[src/rtl/shift_sfr_pkg.sv]
// Shared encodings for the shift SFR command sequencer.
// State encoding and direction constants used by the FSM and its counter.
// No logic lives here.
package shift_sfr_pkg;

  localparam logic [1:0] ST_IDLE  = 2'd0;
  localparam logic [1:0] ST_LOAD  = 2'd1;
  localparam logic [1:0] ST_SHIFT = 2'd2;
  localparam logic [1:0] ST_RESP  = 2'd3;

  typedef enum logic [1:0] {
    IDLE  = ST_IDLE,
    LOAD  = ST_LOAD,
    SHIFT = ST_SHIFT,
    RESP  = ST_RESP
  } state_t;

  localparam logic DIR_LEFT  = 1'b0;
  localparam logic DIR_RIGHT = 1'b1;

endpackage

[src/rtl/shift_count.sv]
// Loadable down counter holding the remaining number of 1-bit shifts.
// Load clamps the amount to SIZE; counter saturates at zero.
// Zero flag is a pure decode of the registered count.
module shift_count
  import shift_sfr_pkg::*;
#(
  parameter int SIZE  = 32,
  parameter int AMT_W = 6
) (
  input  logic             clk,
  input  logic             rst_n,
  input  logic             i_load,
  input  logic             i_dec,
  input  logic [AMT_W-1:0] i_amt,
  output logic [AMT_W-1:0] o_cnt,
  output logic             o_zero
);

  localparam logic [AMT_W-1:0] CNT_MAX = AMT_W'(SIZE);

  logic [AMT_W-1:0] r_cnt;
  logic [AMT_W-1:0] w_load_val;

  // Amounts of SIZE or more all empty the register, so cap them at SIZE.
  always_comb begin
    w_load_val = (i_amt >= CNT_MAX) ? CNT_MAX : i_amt;
  end

  // Count register: load wins over decrement; never wraps below zero.
  always_ff @(posedge clk or negedge rst_n) begin
    if (!rst_n) begin
      r_cnt <= '0;
    end else if (i_load) begin
      r_cnt <= w_load_val;
    end else if (i_dec && (r_cnt != '0)) begin
      r_cnt <= r_cnt - AMT_W'(1);
    end
  end

  assign o_cnt  = r_cnt;
  assign o_zero = (r_cnt == '0);

endmodule

[src/rtl/shift_sfr_sequencer.sv]
// Command front-end for the left/right shift SFR: one command in, one result out.
// Latency: response (ld?1:0)+min(amt,SIZE) edges after acceptance; one idle bubble between commands.
// Backpressure: cmd_ready only in IDLE; RESP holds rsp_valid/rsp_data until rsp_ready.
module shift_sfr_sequencer
  import shift_sfr_pkg::*;
#(
  parameter int SIZE  = 32,
  parameter int AMT_W = 6
) (
  input  logic             clk,
  input  logic             rst_n,
  input  logic             cmd_valid,
  output logic             cmd_ready,
  input  logic             cmd_ld,
  input  logic             cmd_dir,
  input  logic [AMT_W-1:0] cmd_amt,
  input  logic [SIZE-1:0]  cmd_data,
  output logic             rsp_valid,
  input  logic             rsp_ready,
  output logic [SIZE-1:0]  rsp_data,
  output logic             sfr_ld,
  output logic             sfr_left,
  output logic             sfr_right,
  output logic [SIZE-1:0]  sfr_d,
  input  logic [SIZE-1:0]  sfr_q
);

  state_t           r_state;
  state_t           w_state_nxt;
  logic             r_dir;
  logic [SIZE-1:0]  r_data;
  logic             w_accept;
  logic             w_cnt_dec;
  logic             w_cnt_zero;
  logic             w_cnt_last;
  logic [AMT_W-1:0] w_cnt;

  assign w_accept   = cmd_valid && (r_state == IDLE);
  assign w_cnt_dec  = (r_state == SHIFT);
  assign w_cnt_last = (w_cnt == AMT_W'(1));

  shift_count #(
    .SIZE  (SIZE),
    .AMT_W (AMT_W)
  ) u_shift_count (
    .clk    (clk),
    .rst_n  (rst_n),
    .i_load (w_accept),
    .i_dec  (w_cnt_dec),
    .i_amt  (cmd_amt),
    .o_cnt  (w_cnt),
    .o_zero (w_cnt_zero)
  );

  // State register; reset aborts any command in flight without a response.
  always_ff @(posedge clk or negedge rst_n) begin
    if (!rst_n) begin
      r_state <= IDLE;
    end else begin
      r_state <= w_state_nxt;
    end
  end

  // Capture direction and load data on acceptance; held stable while busy.
  always_ff @(posedge clk or negedge rst_n) begin
    if (!rst_n) begin
      r_dir  <= DIR_LEFT;
      r_data <= '0;
    end else if (w_accept) begin
      r_dir  <= cmd_dir;
      r_data <= cmd_data;
    end
  end

  // Next state; a non-zero amount stays non-zero after clamping, so cmd_amt decides directly.
  always_comb begin
    w_state_nxt = r_state;
    case (r_state)
      IDLE: begin
        if (cmd_valid) begin
          if (cmd_ld)              w_state_nxt = LOAD;
          else if (cmd_amt != '0)  w_state_nxt = SHIFT;
          else                     w_state_nxt = RESP;
        end
      end
      LOAD:    w_state_nxt = w_cnt_zero ? RESP : SHIFT;
      SHIFT:   w_state_nxt = w_cnt_last ? RESP : SHIFT;
      RESP:    w_state_nxt = rsp_ready ? IDLE : RESP;
      default: w_state_nxt = IDLE;
    endcase
  end

  // Outputs decode from registered state only; at most one SFR control is active.
  always_comb begin
    cmd_ready = (r_state == IDLE);
    sfr_ld    = (r_state == LOAD);
    sfr_d     = (r_state == LOAD) ? r_data : '0;
    sfr_left  = (r_state == SHIFT) && (r_dir == DIR_LEFT);
    sfr_right = (r_state == SHIFT) && (r_dir == DIR_RIGHT);
    rsp_valid = (r_state == RESP);
    rsp_data  = (r_state == RESP) ? sfr_q : '0;
  end

endmodule

[config.mk]
export PLATFORM = sky130hd
export DESIGN_NAME = shift_sfr_sequencer
export DESIGN_NICKNAME = d
export VERILOG_FILES = /design/src/rtl/shift_sfr_pkg.sv /design/src/rtl/shift_count.sv /design/src/rtl/shift_sfr_sequencer.sv
export SDC_FILE = /design/constraint.sdc
export NUM_CORES = 1
export LEC_CHECK = 0
export ABC_AREA = 1
export CAP_MARGIN = 20
export CORE_MARGIN = 4
export CORE_UTILIZATION = 39
export CTS_BUF_LIST = sky130_fd_sc_hd__clkbuf_8
export CTS_CLUSTER_DIAMETER = 40
export DETAILED_ROUTE_END_ITERATION = 10
export PLACE_DENSITY = 0.83
export RECOVER_POWER = 25
export SYNTH_ARGS = -nofsm -noshare
export SYNTH_HDL_FRONTEND = slang
export SYNTH_HIERARCHICAL = 1
export SYNTH_SLANG_ARGS = --single-unit
[constraint.sdc]
create_clock -name clk -period 2 [get_ports clk]
set_clock_uncertainty 0.05 [all_clocks]
set_input_delay 0.5 -clock clk [delete_from_list [all_inputs] [get_ports clk]]
set_output_delay 0.5 -clock clk [all_outputs]
set_load 0.02 [all_outputs]
==> results.yml, run 1 <==
setup_path:
  cp.required_ns: 1.45
  path_cells: "buf_4 > nand2_2 > clkbuf_16 > inv_1 > clkdlybuf4s15_2"
  crit_end: "rsp_valid"
  rr_endpoint: "u_shift_count/o_cnt[1]"
  crit_fanout: 17
  cp.depth: 5
  reg2reg_depth: 11
  crit_type: "reg -> out"
  path_buf_inv: 4
  cp_slowest_cell: "dfrtp_1"
  critPathTopFamily: "buffers and inverters"
  cp_data_arrival_time_ns: 1.40
  start_kind: "flop"
  endpoint_kind: "output port"
  ff2ff_setup_slack_ns: 0.28
  critPathLaunch: "r_state[1]"
  timing.rr.start: "r_state[0]"
  critPathMaxStageDelay_ns: 0.39
clock_tree:
  cts_root_buf: "clkbuf_8"
  htree_levels: 2
  clockBufferDepth: 2
  cts_inserted_buffers: 5
  cts_tree: "yes"
  clk_transition_reported_paths_ns: 0.07
  cts_setup_buffers: 0
  cts_hold_buf: 0
  clock_latency_ns: 0.28
  clock_sinks: 41
drt:
  vias: 2556
  drc: 0
  routed_via_density: 4.47
  ant_nets: 0
  drt-total-wl_um: 7240
  drt_iter0_markers: 58
  first_pass_iters: 4
  routedWlPerCell_um: 12.7
yosys:
  synth_cells: 345
  synth_cell_types: 23
  avgSynthCellArea_um2: 7.08
  ys_ff_latch: 41
  synth_area_um2: 2440
  synth_nets: 423
  yosysSeqAreaShare: 0.420
  ys_warn_count: 6
layout:
  syn2layout_area_growth_pct: 60.8
  finalNonFillerCells: 572
  drive_above_1_share: 0.294
  final_cell_mix: "inv_1, clkdlybuf4s50_1, nor2_1"
  antenna_cells: 0
  final_common_cell: "inv_1"
  final_util: 0.656
  fin_nets: 574
global_route:
  grt_antenna_before_repair: 0
  grt_util_all_layers: 0.196
  grt_pass1_vias: 2644
  grt_max_degree: 47
  grt_overflow: 0
  grt_pass1_wl_um: 11800
sta:
  relSlewSlack: 0.288
  max_freq_mhz: 513
  finalSetupViolCount: 0
  rsz0062_at_grt: "true"
  drv_slew: 0
  post-route-period-util: 0.975
  hold_viol: 0
  worst_slew_pin_slew_ns: 1.07
  min_period_ns: 1.95
job:
  max_cap_violations: 0
floorplan:
  die_width_um: 87.2
  rows: 28
  fp.dieH_um: 87.2
  die_area_um2: 7600
  io_pins: 145
  core_um2: 5990
  start_util: 0.408
run_status:
  run_status: "finished clean"
place:
  port_buffers: 144
  hpwl_um: 5970
  gp_congestion: 0.818
  dp_cells: 563
power_and_ir_drop:
  p_leak_uw: 0.00210
  powerDensity_nw_per_um2: 1140
  vdd_ir_drop_max_uv: 646
hold_path:
  worstHoldPathType: "in -> async"
## final cells by class
type                            instances  area, um2
Fill cell                             538       2060
Clock buffer                            5       68.8
Sequential cell                        41       1030
Timing Repair Buffer                  158       1350
Clock inverter                          3       17.5
Tap cell                               75       93.8
Inverter                               86        323
Multi-Input combinational cell        204       1050
## report_power, final
| group | total [uW] | internal [uW] | switching, uW | leakage (uW) |
|---|---|---|---|---|
| registers | 1400 | 1230 | 164 | 0.000500 |
| logic | 2590 | 1030 | 1560 | 0.00156 |
| clock network | 503 | 240 | 262 | 0.0000439 |
| total | 4480 | 2500 | 1980 | 0.00210 |
## state kept, by name, summed over array words and instances (netlist names)
| signal | count |
|---|---|
| r_dir | 1 |
| r_data | 32 |
| r_state | 2 |
| u_shift_count/o_cnt | 6 |
## worst min-delay path by stage
stage               startpoint    endpoint  slack, ns  depth (start not counted)
finish                   rst_n  r_data[13]       0.34                          1
global route             rst_n  r_data[12]       0.43                          1
CTS                      rst_n  r_data[12]       0.11                          1
detailed placement       rst_n  r_data[12]       0.42                          1
global placement         rst_n  r_data[10]       0.42                          1
floorplan                rst_n   r_data[0]       0.15                          0
## metal layers
metal | vias up | routed length (um) | track usage
li1 | 1303 | - | -
met1 | 1132 | 2550 | 0.208
met2 | 113 | 3740 | 0.355
met3 | 8 | 818 | 0.0785
met4 | 0 | 133 | 0.0600
met5 | - | 0 | 0
## cells by family after synthesis
family | share of synthesized area
buffers and inverters | 0.175
DFF | 0.420
adders and majority gates | 0.0102
AOI/OAI and AO/OA | 0.124
and+or+nand+nor | 0.271
## synthesized netlist by cell type (all sizes together)
| master | count | area [um2] |
|---|---|---|
| dfrtp | 41 | 1030 |
| o31ai | 1 | 7.51 |
| nand2 | 63 | 267 |
| nand3 | 8 | 45.0 |
| buf | 10 | 85.1 |
| a21oi | 1 | 5.00 |
| nor2 | 83 | 334 |
| inv | 86 | 323 |
| ha | 2 | 25.0 |
| clkbuf | 4 | 18.8 |
| nand4 | 2 | 12.5 |
| o21ai | 43 | 290 |
| nor3 | 1 | 5.00 |
## what timing repair did
action,in CTS,in global routing
setup endpoints to repair,69,58
pin swaps,0,1
gates cloned,0,1
resized for setup,238,95
## through the flow
stage	setup TNS (ns)	hold slack [ns]	power, uW	area (um2)	worst slack, ns
2_1_floorplan	0	0.154	3040	2440	0.0403
3_3_place_gp	-10.87	0.417	3980	3990	-0.278
3_5_place_dp	-10.66	0.418	4080	3990	-0.309
4_1_cts	0	0.110	4470	3940	0.000363
5_1_grt	-0.105	0.427	4890	3930	-0.0251
6_report	0	0.339	4480	3930	0.0506
No activity file was read; power rests on OpenSTA's default activity.
==> inputs of run 2 (changes only) <==
CORE_UTILIZATION = 41   (was 39)
PLACE_DENSITY = 0.88   (was 0.83)
SYNTH_HIERARCHICAL = default   (was 1)
clock period = 2.37 ns   (was 2 ns; I/O delays follow)
==> results.yml, run 2 <==
run_status:
  run_status: "finished clean"
sta:
  worst_slew_pin_slew_ns: 1.31
  rsz0062_at_grt: "false"
  finalSetupViolCount: 0
  min_period_ns: 2.21
  post-route-period-util: 0.934
  relSlewSlack: 0.125
  hold_viol: 0
  drv_slew: 0
  max_freq_mhz: 452
clock_tree:
  clock_latency_ns: 0.28
  clk_transition_reported_paths_ns: 0.07
  cts_setup_buffers: 0
  cts_tree: "yes"
  cts_inserted_buffers: 5
  clock_sinks: 41
  cts_root_buf: "clkbuf_8"
  clockBufferDepth: 2
  cts.repair.resized: 69
  cts_hold_buf: 0
  htree_levels: 2
layout:
  fin_nets: 566
  multi_input_area_um2: 925
  final_util: 0.702
  largest_register_ffs: 32
  final_common_cell: "inv_1"
  regArea_um2: 1030
  syn2layout_area_growth_pct: 65.8
  regMostFlops: "r_data"
  drive_above_1_share: 0.0594
  fillCellCount: 493
  final_area_um2: 3890
  final_cell_mix: "inv_1, nand2_1, nor2_1, clkdlybuf4s50_1, dlygate4sd2_1"
floorplan:
  start_util: 0.423
  io_pins: 145
  fp.dieH_um: 83.6
  rows: 27
  core_um2: 5540
  die_area_um2: 7000
  die_width_um: 83.6
setup_path:
  cp.required_ns: 1.73
  cp_data_arrival_time_ns: 1.57
  reg2reg_depth: 5
  crit_type: "reg -> out"
  crit_fanout: 32
  start_kind: "flop"
  endpoint_kind: "output port"
drt:
  vias: 2495
  drc: 0
  met2WireLength_um: 3550
  topRoutingLayerUsed: "met4"
  drt_iter0_markers: 73
  wl_met3_um: 542
  met1_length_um: 2850
  ant_nets: 0
  routedWlPerCell_um: 12.6
  first_pass_iters: 4
  drt-total-wl_um: 7090
  routed_via_density: 4.44
global_route:
  grt_overflow: 0
  grt_util_all_layers: 0.207
  grt_antenna_before_repair: 2
  grt_max_degree: 34
  grt_pass1_vias: 2552
  grt_pass1_wl_um: 11800
power_and_ir_drop:
  p_clk_frac: 0.148
  p_switching_uw: 1620
  p_comb_frac: 0.537
  power.internal_uw: 2170
  powerDensity_nw_per_um2: 974
  seq_power_share: 0.314
  p_leak_uw: 0.00222
  swShare: 0.427
  vdd_ir_drop_max_uv: 702
  total_power_uw: 3790
yosys:
  yosys.area.top_type: "dfrtp_1"
  synthArstFlopShare: 1.00
  yosys.cell_count.top_type: "inv_1"
  synth_cells: 342
  synth_cell_types: 22
  yosys-top-cells-area: "dfrtp_1, inv_1, nand2_1"
  yosysSeqAreaShare: 0.437
  avgSynthCellArea_um2: 6.86
  ys_ff_latch: 41
  ys_warn_count: 0
  synth_nets: 421
  synth_ff_type: "dfrtp_1"
  synth_edf_count: 0
  synthTopCellsByCount: "inv_1, nand2_1, nor2_1"
  synth_top_area_frac: 0.437
  synth_area_um2: 2350
hold_path:
  min_path_cells: 2
  worstHoldPathType: "reg -> reg"
place:
  dpl-instance-area_um2: 3840
  gp_congestion: 0.921
  port_buffers: 144
  hpwl_um: 5930
job:
  max_cap_violations: 0
-- run 2: cell count changes in the layout (fill, tap and decap cells not counted), sizes merged, moves of 2 or more --
cell,delta
dlygate4sd2,+65
nand2,+15
buf,-72
clkinv,-2
o21ai,-3
diode,+2
nand3,-3
nor2,-4
inv,-5
-- run 2: worst paths after layout --
check,startpoint,to,slack (ns)
worst max register to register,r_state[1],r_data[21],0.86
max in group asynchronous,rst_n,r_data[2],0.65
worst min-delay path,r_data[7],r_data[7],0.47
min in group asynchronous,rst_n,r_data[26],0.53
worst min register to register,r_data[7],r_data[7],0.47
worst max-delay path,r_state[0],sfr_d[5],0.16
-- run 2: area by class of cell --
class | instances | share of cell area
timing repair buffer | 151 | 0.365
sequential | 41 | 0.264
multi-input combinational | 208 | 0.238
inverter | 80 | 0.0785
tap | 72 | 0.0232
clock buffer | 6 | 0.0212
clock inverter | 2 | 0.00868
antenna | 2 | 0.00129
-- run 2: routing by layer --
metal,up-vias,global-route usage
met3,8,0.0533
met1,1099,0.236
met5,-,0
li1,1280,-
met4,0,0.0629
met2,108,0.377
-- run 2: stage by stage --
step / worst slack [ns] / cells / TNS [ns] / hold WS, ns
after floorplan: 0.320 / 342 / 0 / 0.247
after global placement: -0.0823 / 552 / -1.74 / 0.448
after detailed placement: -0.0901 / 552 / -2.08 / 0.464
after CTS: 0.00689 / 560 / 0 / 0.251
after global routing: 0.0461 / 562 / 0 / 0.500
final: 0.156 / 562 / 0 / 0.475
-- run 2: critical path: stages, from the launching register on --
cell and delay [ns]:
dfrtp_2 0.42, inv_1 0.07, nor2_2 0.15, inv_4 0.15, nor2_1 0.13, dlygate4sd2_1 0.34
-- run 2: kinds of logic (layout without fill, tap and decap cells) --
kind of cell               Yosys count  in the layout  synth area share
and+or+nand+nor                    164            164             0.277
AOI/OAI and AO/OA                   41             41            0.0997
DFF                                 41             41             0.437
adders and majority gates            3              3            0.0160
other                                0              2                 0
buffers and inverters               93            239             0.170
-- run 2: power groups by stage --
stage / Clock, uW / Combinational (uW) / Sequential, uW
after floorplan: 0 / 1360 / 1160
after detailed placement: 0 / 2220 / 1200
after global placement: 0 / 2150 / 1180
after global routing: 605 / 2300 / 1230
final: 562 / 2040 / 1190
after CTS: 579 / 2060 / 1190
==> inputs of run 3 (changes only) <==
TNS_END_PERCENT = 5   (was default)
==> results of run 3 <==
The final DEF is identical to that of run 2; final timing and power are the same.
